<file path="src/rtl/tt_calc_entry.sv">
// Operand-entry sequencer for the 4-bit calculator ALU: synchronises and debounces
// ENTER/CLEAR, then captures A, B and the opcode in turn from a shared switch bank.
module tt_calc_entry #(
  parameter int DEBOUNCE_CYCLES = 16
) (
  input  logic       clk,
  input  logic       rst_n,
  input  logic [3:0] sw_in,
  input  logic       btn_enter,
  input  logic       btn_clear,
  output logic [3:0] a_out,
  output logic [3:0] b_out,
  output logic [1:0] op_out,
  output logic       operands_valid,
  output logic [1:0] state_out
);

  localparam logic [1:0] S_A    = 2'b00;
  localparam logic [1:0] S_B    = 2'b01;
  localparam logic [1:0] S_OP   = 2'b10;
  localparam logic [1:0] S_SHOW = 2'b11;

  localparam logic [7:0] LIMIT = 8'(DEBOUNCE_CYCLES);

  // Bit 0 is ENTER, bit 1 is CLEAR throughout the button path.
  logic [1:0] raw;
  logic [1:0] sync1;
  logic [1:0] sync2;
  logic [1:0] deb;
  logic [1:0] deb_q;
  logic [7:0] cnt [2];
  logic       enter_ev;
  logic       clear_ev;
  logic [1:0] state;

  assign raw = {btn_clear, btn_enter};

  always_ff @(posedge clk or negedge rst_n) begin
    if (!rst_n) begin
      sync1  <= 2'b00;
      sync2  <= 2'b00;
      deb    <= 2'b00;
      deb_q  <= 2'b00;
      cnt[0] <= 8'd0;
      cnt[1] <= 8'd0;
    end else begin
      sync1 <= raw;
      sync2 <= sync1;
      deb_q <= deb;
      for (int i = 0; i < 2; i++) begin
        if (sync2[i] == deb[i]) begin
          cnt[i] <= 8'd0;
        end else if (cnt[i] + 8'd1 == LIMIT) begin
          deb[i] <= sync2[i];
          cnt[i] <= 8'd0;
        end else begin
          cnt[i] <= cnt[i] + 8'd1;
        end
      end
    end
  end

  // Press events are the debounced rising edge; releases are ignored.
  assign enter_ev = deb[0] & ~deb_q[0];
  assign clear_ev = deb[1] & ~deb_q[1];

  always_ff @(posedge clk or negedge rst_n) begin
    if (!rst_n) begin
      state          <= S_A;
      a_out          <= 4'd0;
      b_out          <= 4'd0;
      op_out         <= 2'd0;
      operands_valid <= 1'b0;
    end else begin
      operands_valid <= 1'b0;
      if (clear_ev) begin
        state  <= S_A;
        a_out  <= 4'd0;
        b_out  <= 4'd0;
        op_out <= 2'd0;
      end else if (enter_ev) begin
        case (state)
          S_A: begin
            a_out <= sw_in;
            state <= S_B;
          end
          S_B: begin
            b_out <= sw_in;
            state <= S_OP;
          end
          S_OP: begin
            op_out         <= sw_in[1:0];
            operands_valid <= 1'b1;
            state          <= S_SHOW;
          end
          default: begin
            a_out <= sw_in;
            state <= S_B;
          end
        endcase
      end
    end
  end

  assign state_out = state;

endmodule

</file>
<file path="config.mk">
export PLATFORM = sky130hd
export DESIGN_NAME = tt_calc_entry
export DESIGN_NICKNAME = d
export VERILOG_FILES = /design/src/rtl/tt_calc_entry.sv
export SDC_FILE = /design/constraint.sdc
export NUM_CORES = 1
export LEC_CHECK = 0
export BUFFER_PORTS_ARGS = -buffer_cell sky130_fd_sc_hd__buf_2
export CORE_ASPECT_RATIO = 0.5
export CORE_MARGIN = 5
export CORE_UTILIZATION = 60
export CTS_CLUSTER_DIAMETER = 60
export DETAILED_ROUTE_END_ITERATION = 6
export PLACE_DENSITY = 0.92
export SETUP_SLACK_MARGIN = 0.5
export SLEW_MARGIN = 20
export SYNTH_ARGS = -nofsm -noshare
export SYNTH_HDL_FRONTEND = slang
export SYNTH_SLANG_ARGS = --single-unit
</file>
<file path="constraint.sdc">
create_clock -name clk -period 4.5 [get_ports clk]
set_clock_uncertainty 0.05 [all_clocks]
set_input_delay 0.9 -clock clk [delete_from_list [all_inputs] [get_ports clk]]
set_output_delay 0.9 -clock clk [all_outputs]
set_load 0.02 [all_outputs]
</file>
; After elaboration in Yosys (flattened, before gate mapping)
; Cells that the tools add are included.
[totals]
regBits = 37
inputBits = 8
out_inout_bits = 13
word_cells = 55
[classes]
add_sub_neg = 2
eq_ne = 7
n_mux = 19
n_bitwise = 6
reduce_logical = 9
[ops]
columns = op, n
row1 = two-way mux 8 bit, 4
row2 = two-way mux 4 bit, 6
row3 = "adder 8 x 1 -> 8 bit, second input constant", 2
row4 = "== test 8 x 5 -> 1 bit, second input constant", 2
row5 = two-way mux 2 bit, 5
row6 = AND reduction 2 bit, 5
row7 = nonzero test 2 bit, 3
row8 = NOT 1 bit, 4
row9 = case mux 2 bit (2 select lines), 1
row10 = two-way mux 1 bit, 3
row11 = bitwise AND 1 bit, 2
row12 = == test 1 bit, 2
row13 = "== test 2 x 1 -> 1 bit, second input constant", 1
row14 = "== test 2 bit, second input constant", 1
row15 = "!= test 2 x 1 -> 1 bit, second input constant", 1
row16 = OR reduction 2 bit, 1

; Depth between registers and ports, before layout
; Gate-level depths: netlist of the first run.
[depth]
word_depth = 5
mapped_depth = 6
mapped_depth_nobuf = 6

; Worst setup path after synthesis of the first run
; Ideal clock, no wire load.
[synth_path]
path_type = register to register
from = register cnt[0] (netlist bit)
to = register deb[1]
setup_time_ns = 0.125
arrival_ns = 1.549
t_required_ns = 4.325
slack_ns = 2.776
stages_incl_launch_ff = 7
n_path_buf = 0
period_less_slack_ns = 1.724
path_cell_list = dfrtp_1 > ha_1 > nand3_2 > xor2_1 > nor4b_4 > nand3_2 > mux2_4
[synth_between]
elab_chain_cells = 3
[synth_rtl]
columns = item, line
row1 = from (decl), 31  ; logic [7:0] cnt [2];
row2 = "from (signal, indexed assignment)", 57  ; cnt[i] <= cnt[i] + 8'd1;
row3 = adder 8 x 1 -> 8 bit, 53  ; end else if (cnt[i] + 8'd1 == LIMIT) begin
row4 = == test 8 x 5 -> 1 bit, 53
row5 = AND reduction 2 bit (no source line), -
row6 = "to (signal, indexed assignment)", 54  ; deb[i] <= sync2[i];
row7 = to (decl), 29  ; logic [1:0] deb;
; No other way between the ends.
; A chain may end at the register's enable or synchronous reset.

; Worst setup path after layout of the first run
[layout_path]
from = register cnt[8] (netlist bit)
to = register deb[0]
; The elaborated chain is that of the path after synthesis.

==> metrics.yaml, run 1 <==
grt_pass1_vias: 1173
critPathLaunchType: "register"
core_area_mm2: 0.00262
critical-path-top-delay-family: "simple AND/OR/NAND/NOR gates"
synth_area_leaders: "dfrtp_1 56%, ha_1 5.3%, nand2_1 4.8%"
leakage_uw: 0.000846
crit_end: "deb[0]"
synth_top_area_share_pct: 55.8
fin_crit_sh_pct: 41.8
ys_types: 28
drive_gt1_share_pct: 17.9
clk_pin_slew_ns: 0.07
tritoncts: "yes"
area_delta_synth_final_pct: 13.4
post_cts_buffers: 0
max-cap-violations: 0
yosys.area.top_type: "dfrtp_1"
yosysMostFrequentCell: "dfrtp_1"
worstPathCellList: "ha_1 > nand3_1 > xor2_1 > nor2b_1 > nand4_1 > mux2_1"
syn_area_per_cell_um2: 10.7
port_buffers: 20
grt_pass1_wl_um: 5450
htreeDepth: 2
cts_resized: 0
rsz0062_at_grt: "no"
critPathArrivalTime_ns: 2.00
critPathRequiredTime_ns: 4.62
worst_slew_pin_slew_ns: 0.944
n_fill_cell: 169
max_freq_mhz: 532
dpl.hpwl_um: 2260
critical_path_class: "register to register"
status: "complete, no violations"
yosys_warnings: 0
n_antenna_cell: 0
crit_cells: 6
die_w_um: 84.3
finalSetupTns_ns: 0
via_count: 1207
gp_congestion: 0.823
ys.flop_type: "dfrtp_1"
setup_ws_ns: 2.62
synth_nets: 170
grt_remaining_overflow: 0
drt_iter0_markers: 82
worstPathMaxFanout: 6
synthArstFlopShare_pct: 100
num_io_pins: 21
grtUsageTotal_pct: 18.2
r2r-start: "cnt[8]"
period_needed_ns: 1.88
slowest_delay_ns: 0.44
drtAntennaViolNets: 0
path_buf_inv: 0
crit_path_start: "cnt[8]"
insertion_delay_ns: 0.28
numCtsBuffers: 5
cts_root_buffer: "clkbuf_8"
hold_class: "register to register"
rrSetupSlack_ns: 2.62
worstReg2RegEnd: "deb[0]"
p_total_uw: 606
viasPerCell: 5.59
ctsHoldBuffers: 0
syn_inst: 155
power_density_mw_per_mm2: 322
grt_max_degree: 38
dieArea_mm2: 0.00398
wl_um: 3110
clock_path_buffers: 2
fin_nets: 194
crit_path_end_kind: "register"
synth_common_cells: "37 x dfrtp_1, 21 x nand2_1, 17 x nor2_1, 13 x nand3_1, 12 x a21oi_1"
start_util_pct: 63.3
fp-row-count: 13
ys_seq_area_share_pct: 55.8
max-vdd-ir-drop_v: 0.000218
postSynthRegisterBits: 37
antenna_found_initial: 0
maxSlewViolCount: 0
pre_cts_slack_ns: 2.62
drt_pass1_iterations: 4
finalHoldViolations: 0
reg2reg_depth: 6
post_drt_wl_per_cell_um: 14.4
cts.sinks: 37
synth_edf_count: 0
crit_slowest_cell: "dfrtp_1"
detail_route.drc_violations: 0
maxSlewHeadroom_pct: 36.9
netlist_area_mm2: 0.00166
die_height_um: 47.2
setup_viol: 0
[logic make-up (layout without fill, tap and decap cells)]
logic type,count (synthesis),in the layout,synth area share (%)
adders and majority gates,7,7,5.28
AOI/OAI and AO/OA,21,21,7.70
and+or+nand+nor,68,68,20.5
DFF,37,37,55.8
buffers and inverters,5,29,1.13
xor gates and xnor gates,15,15,7.92
muxes,2,2,1.58
[cells in the final DEF, fill, tap and decap left out, drive strengths merged, types with 2 or more instances in the layout]
master  netlist  routed
nor2b         7       7
xor2          9       9
o21ai         3       3
xnor2         6       6
a21oi        12      12
mux2          2       2
a31o          2       2
nand4         3       3
nor2         17      17
ha            7       7
nand3        15      15
clkbuf        3       7
dfrtp        37      37
buf           0      20
inv           2       2
nand2        21      21
[state kept, by name, summed over array words and instances (netlist names)]
signal,count
a_out,4
op_out,2
deb_q,2
state_out,2
cnt,16
sync1,2
deb,2
b_out,4
sync2,2
operands_valid,1
[area by class of cell]
cell class,count,area [um^2],area share (%)
Timing Repair Buffer,20,100,5.33
Tap cell,37,46.3,2.46
Clock buffer,7,86.3,4.59
Inverter,2,7.51,0.399
Multi-Input combinational cell,113,713,37.9
Sequential cell,37,926,49.3
[per-stage QoR]
stage / instances / util [%] / instance area, um^2 / hold WS (ns)
6_report: 216 / 71.8 / 1880 / 0.291
5_1_grt: 216 / 71.8 / 1880 / 0.307
4_1_cts: 216 / 71.8 / 1880 / 0.296
3_5_place_dp: 209 / 68.5 / 1790 / 0.285
3_3_place_gp: 209 / 68.5 / 1790 / 0.287
2_1_floorplan: 155 / - / 1660 / 0.281
[power breakdown]
group / switching, uW / internal [uW] / total, uW
sequential: 7.80 / 339 / 347
combinational: 18.7 / 12.1 / 30.8
clock: 107 / 121 / 228
[worst min path at each step]
stage,slack (ns),endpoint,from,cells after the start
6_report,0.29,sync2[1],sync1[1],0
3_5_place_dp,0.28,sync2[1],sync1[1],0
5_1_grt,0.31,sync2[1],sync1[1],0
2_1_floorplan,0.28,sync2[0],sync1[0],0
4_1_cts,0.30,sync2[1],sync1[1],0
3_3_place_gp,0.29,sync2[0],sync1[0],0
[layer usage]
metal	part of all wire, %	global-route usage, %
met1	44	21.6
met2	49	31.8
met3	5.5	6.30
met4	1.9	7.57
met5	0	0
[worst reg2reg max path: stages (launching register included)]
cell and delay [ns]:
dfrtp_1 0.44, ha_1 0.31, nand3_1 0.18, xor2_1 0.19, nor2b_1 0.15, nand4_1 0.13
mux2_1 0.32
Power figures use the tool's default switching activity.
==> run 2: changes to the inputs <==
- CORE_UTILIZATION: 60 -> 51
- PLACE_DENSITY: 0.92 -> 0.84
- clock period: 4.5 -> 1.5 ns (I/O delays scaled with it)
==> run 2 against run 1 <==
Effect of this change: setup slack got worse by 2.9 ns; wire length is 110% higher; non-clock buffer count is 46 higher; maximum frequency is 4.5% higher; final area is 42% higher; global-route usage rose by 8.0 points; the flow now finishes with violations (setup timing); combinational power rose to 7.3 times the previous value; critical endpoint is now deb[1]; largest power group unchanged; die area up 15%; power increased to 3.2 times the previous value.
==> metrics.yaml, run 2 (synthesis results as in run 1) <==
dpl_cell_area_mm2: 0.00213
core_area_mm2: 0.00307
max-cap-violations: 0
die_w_um: 90.6
critPathLaunchType: "register"
start_util_pct: 54.1
dieArea_mm2: 0.00456
dpl.hpwl_um: 2610
min_from: "btn_enter"
hold_class: "input port to register"
cts.sinks: 37
stdcell_area_mm2: 0.00268
grt_pass1_wl_um: 8780
largest_register_ffs: 16
clk_pin_slew_ns: 0.08
wl_um: 6490
drtAntennaViolNets: 0
fin_cells: 266
crit_path_start: "cnt[1]"
period_needed_ns: 1.80
htreeDepth: 2
clock_path_buffers: 2
post_drt_wl_per_cell_um: 24.4
drt_iter0_markers: 179
worst_slew_pin_slew_ns: 0.321
dp.cells: 233
critical_path_class: "register to register"
hold_ws_ns: 0.0597
drive_gt1_share_pct: 59.3
max-vdd-ir-drop_v: 0.000835
rsz0062_at_grt: "yes"
p_total_uw: 1960
area_delta_synth_final_pct: 61.4
power_density_mw_per_mm2: 733
worstPathMaxFanout: 3
fin_nets: 240
finalHoldViolations: 0
numCtsBuffers: 5
leakage_uw: 0.00120
via_count: 1639
viasPerCell: 6.16
num_io_pins: 21
grtUsageTotal_pct: 26.2
crit_path_end_kind: "register"
tritoncts: "yes"
die_height_um: 50.3
cts_root_buffer: "clkbuf_8"
setup_viol: 8
top_register: "cnt"
grt_remaining_overflow: 0
grt_pass1_vias: 1669
maxSlewHeadroom_pct: 78.5
fp-row-count: 14
n_antenna_cell: 0
mostFrequentLayoutCell: "buf_4"
drt_pass1_iterations: 5
top_regs: "cnt: 16 flops, a_out: 4 flops, b_out: 4 flops"
critPathRequiredTime_ns: 1.64
port_buffers: 20
grt_max_degree: 31
fin_crit_sh_pct: 120
maxSlewViolCount: 0
max_freq_mhz: 556
setup_ws_ns: -0.300
status: "complete, but fails checks"
critPathArrivalTime_ns: 1.93
insertion_delay_ns: 0.29
r2r-start: "cnt[1]"
detail_route.drc_violations: 0
gp_congestion: 0.872
layout_common_cells: "32 x buf_4, 30 x dfrtp_1, 24 x buf_6"
violations: "setup timing"
antenna_found_initial: 0
fin_util_pct: 87.3
run 2: cell count changes in the layout (fill, tap and decap cells not counted), sizes merged:
cell / before / now
buf: 20 / 65
dlygate4sd3: 0 / 1
clkbuf: 7 / 6
clkinv: 0 / 2
run 2: cell type report:
class / count / area [um^2]
Clock buffer: 6 / 72.6
Clock inverter: 2 / 10.0
Fill cell: 106 / 390
Inverter: 2 / 7.51
Multi-Input combinational cell: 113 / 1000
Sequential cell: 37 / 935
Tap cell: 40 / 50.0
Timing Repair Buffer: 66 / 596
run 2: stage by stage:
stage | worst slack, ns | setup TNS [ns]
floorplan | -0.114 | -0.222
global placement | -0.133 | -0.265
detailed placement | -0.230 | -0.555
CTS | -0.172 | -0.497
global route | -0.342 | -1.80
finish | -0.300 | -1.37
run 2: path summary, 6_finish.rpt:
check | end | slack, ns | cells after the start
min reg2reg | sync2[0] | 0.30 | 0
max | deb[1] | -0.30 | 6
min | sync1[0] | 0.06 | 1
min in group asynchronous | sync1[0] | 0.34 | 2
max in group asynchronous | cnt[2] | 0.62 | 3
max reg2reg | deb[1] | -0.30 | 6
run 2: routing by layer:
metal | GRT usage (%) | up-vias | part of all wire, % | routed length [um]
met5 | 0 | - | 0 | 0
met4 | 18.8 | 0 | 4.4 | 283
met3 | 10.3 | 42 | 9.2 | 599
met2 | 45.1 | 140 | 48 | 3100
met1 | 26.7 | 794 | 39 | 2500
li1 | - | 663 | - | -
run 2: report_power, final:
group | switching (uW) | internal, uW | leakage, uW | total, uW
Sequential | 27.2 | 1020 | 0.000440 | 1050
Combinational | 111 | 113 | 0.000715 | 224
Clock | 369 | 322 | 0.0000450 | 691
run 2: what timing repair did:
| action | in CTS | in global routing |
|---|---|---|
| setup buffers | 16 | 8 |
| endpoints found under the hold margin | 7 | 0 |
| setup endpoints to repair | 43 | 44 |
| gates resized for setup | 51 | 21 |
| cloned | 0 | 0 |
| pin swaps | 16 | 7 |
| hold buffers | 1 | 0 |
run 2: critical path: stages (launching register included):
cell and delay [ns]:
dfrtp_2 0.41, ha_4 0.18, nand3_2 0.10, xor2_2 0.19, nor4b_4 0.33, nand3_2 0.14, mux2_4 0.31
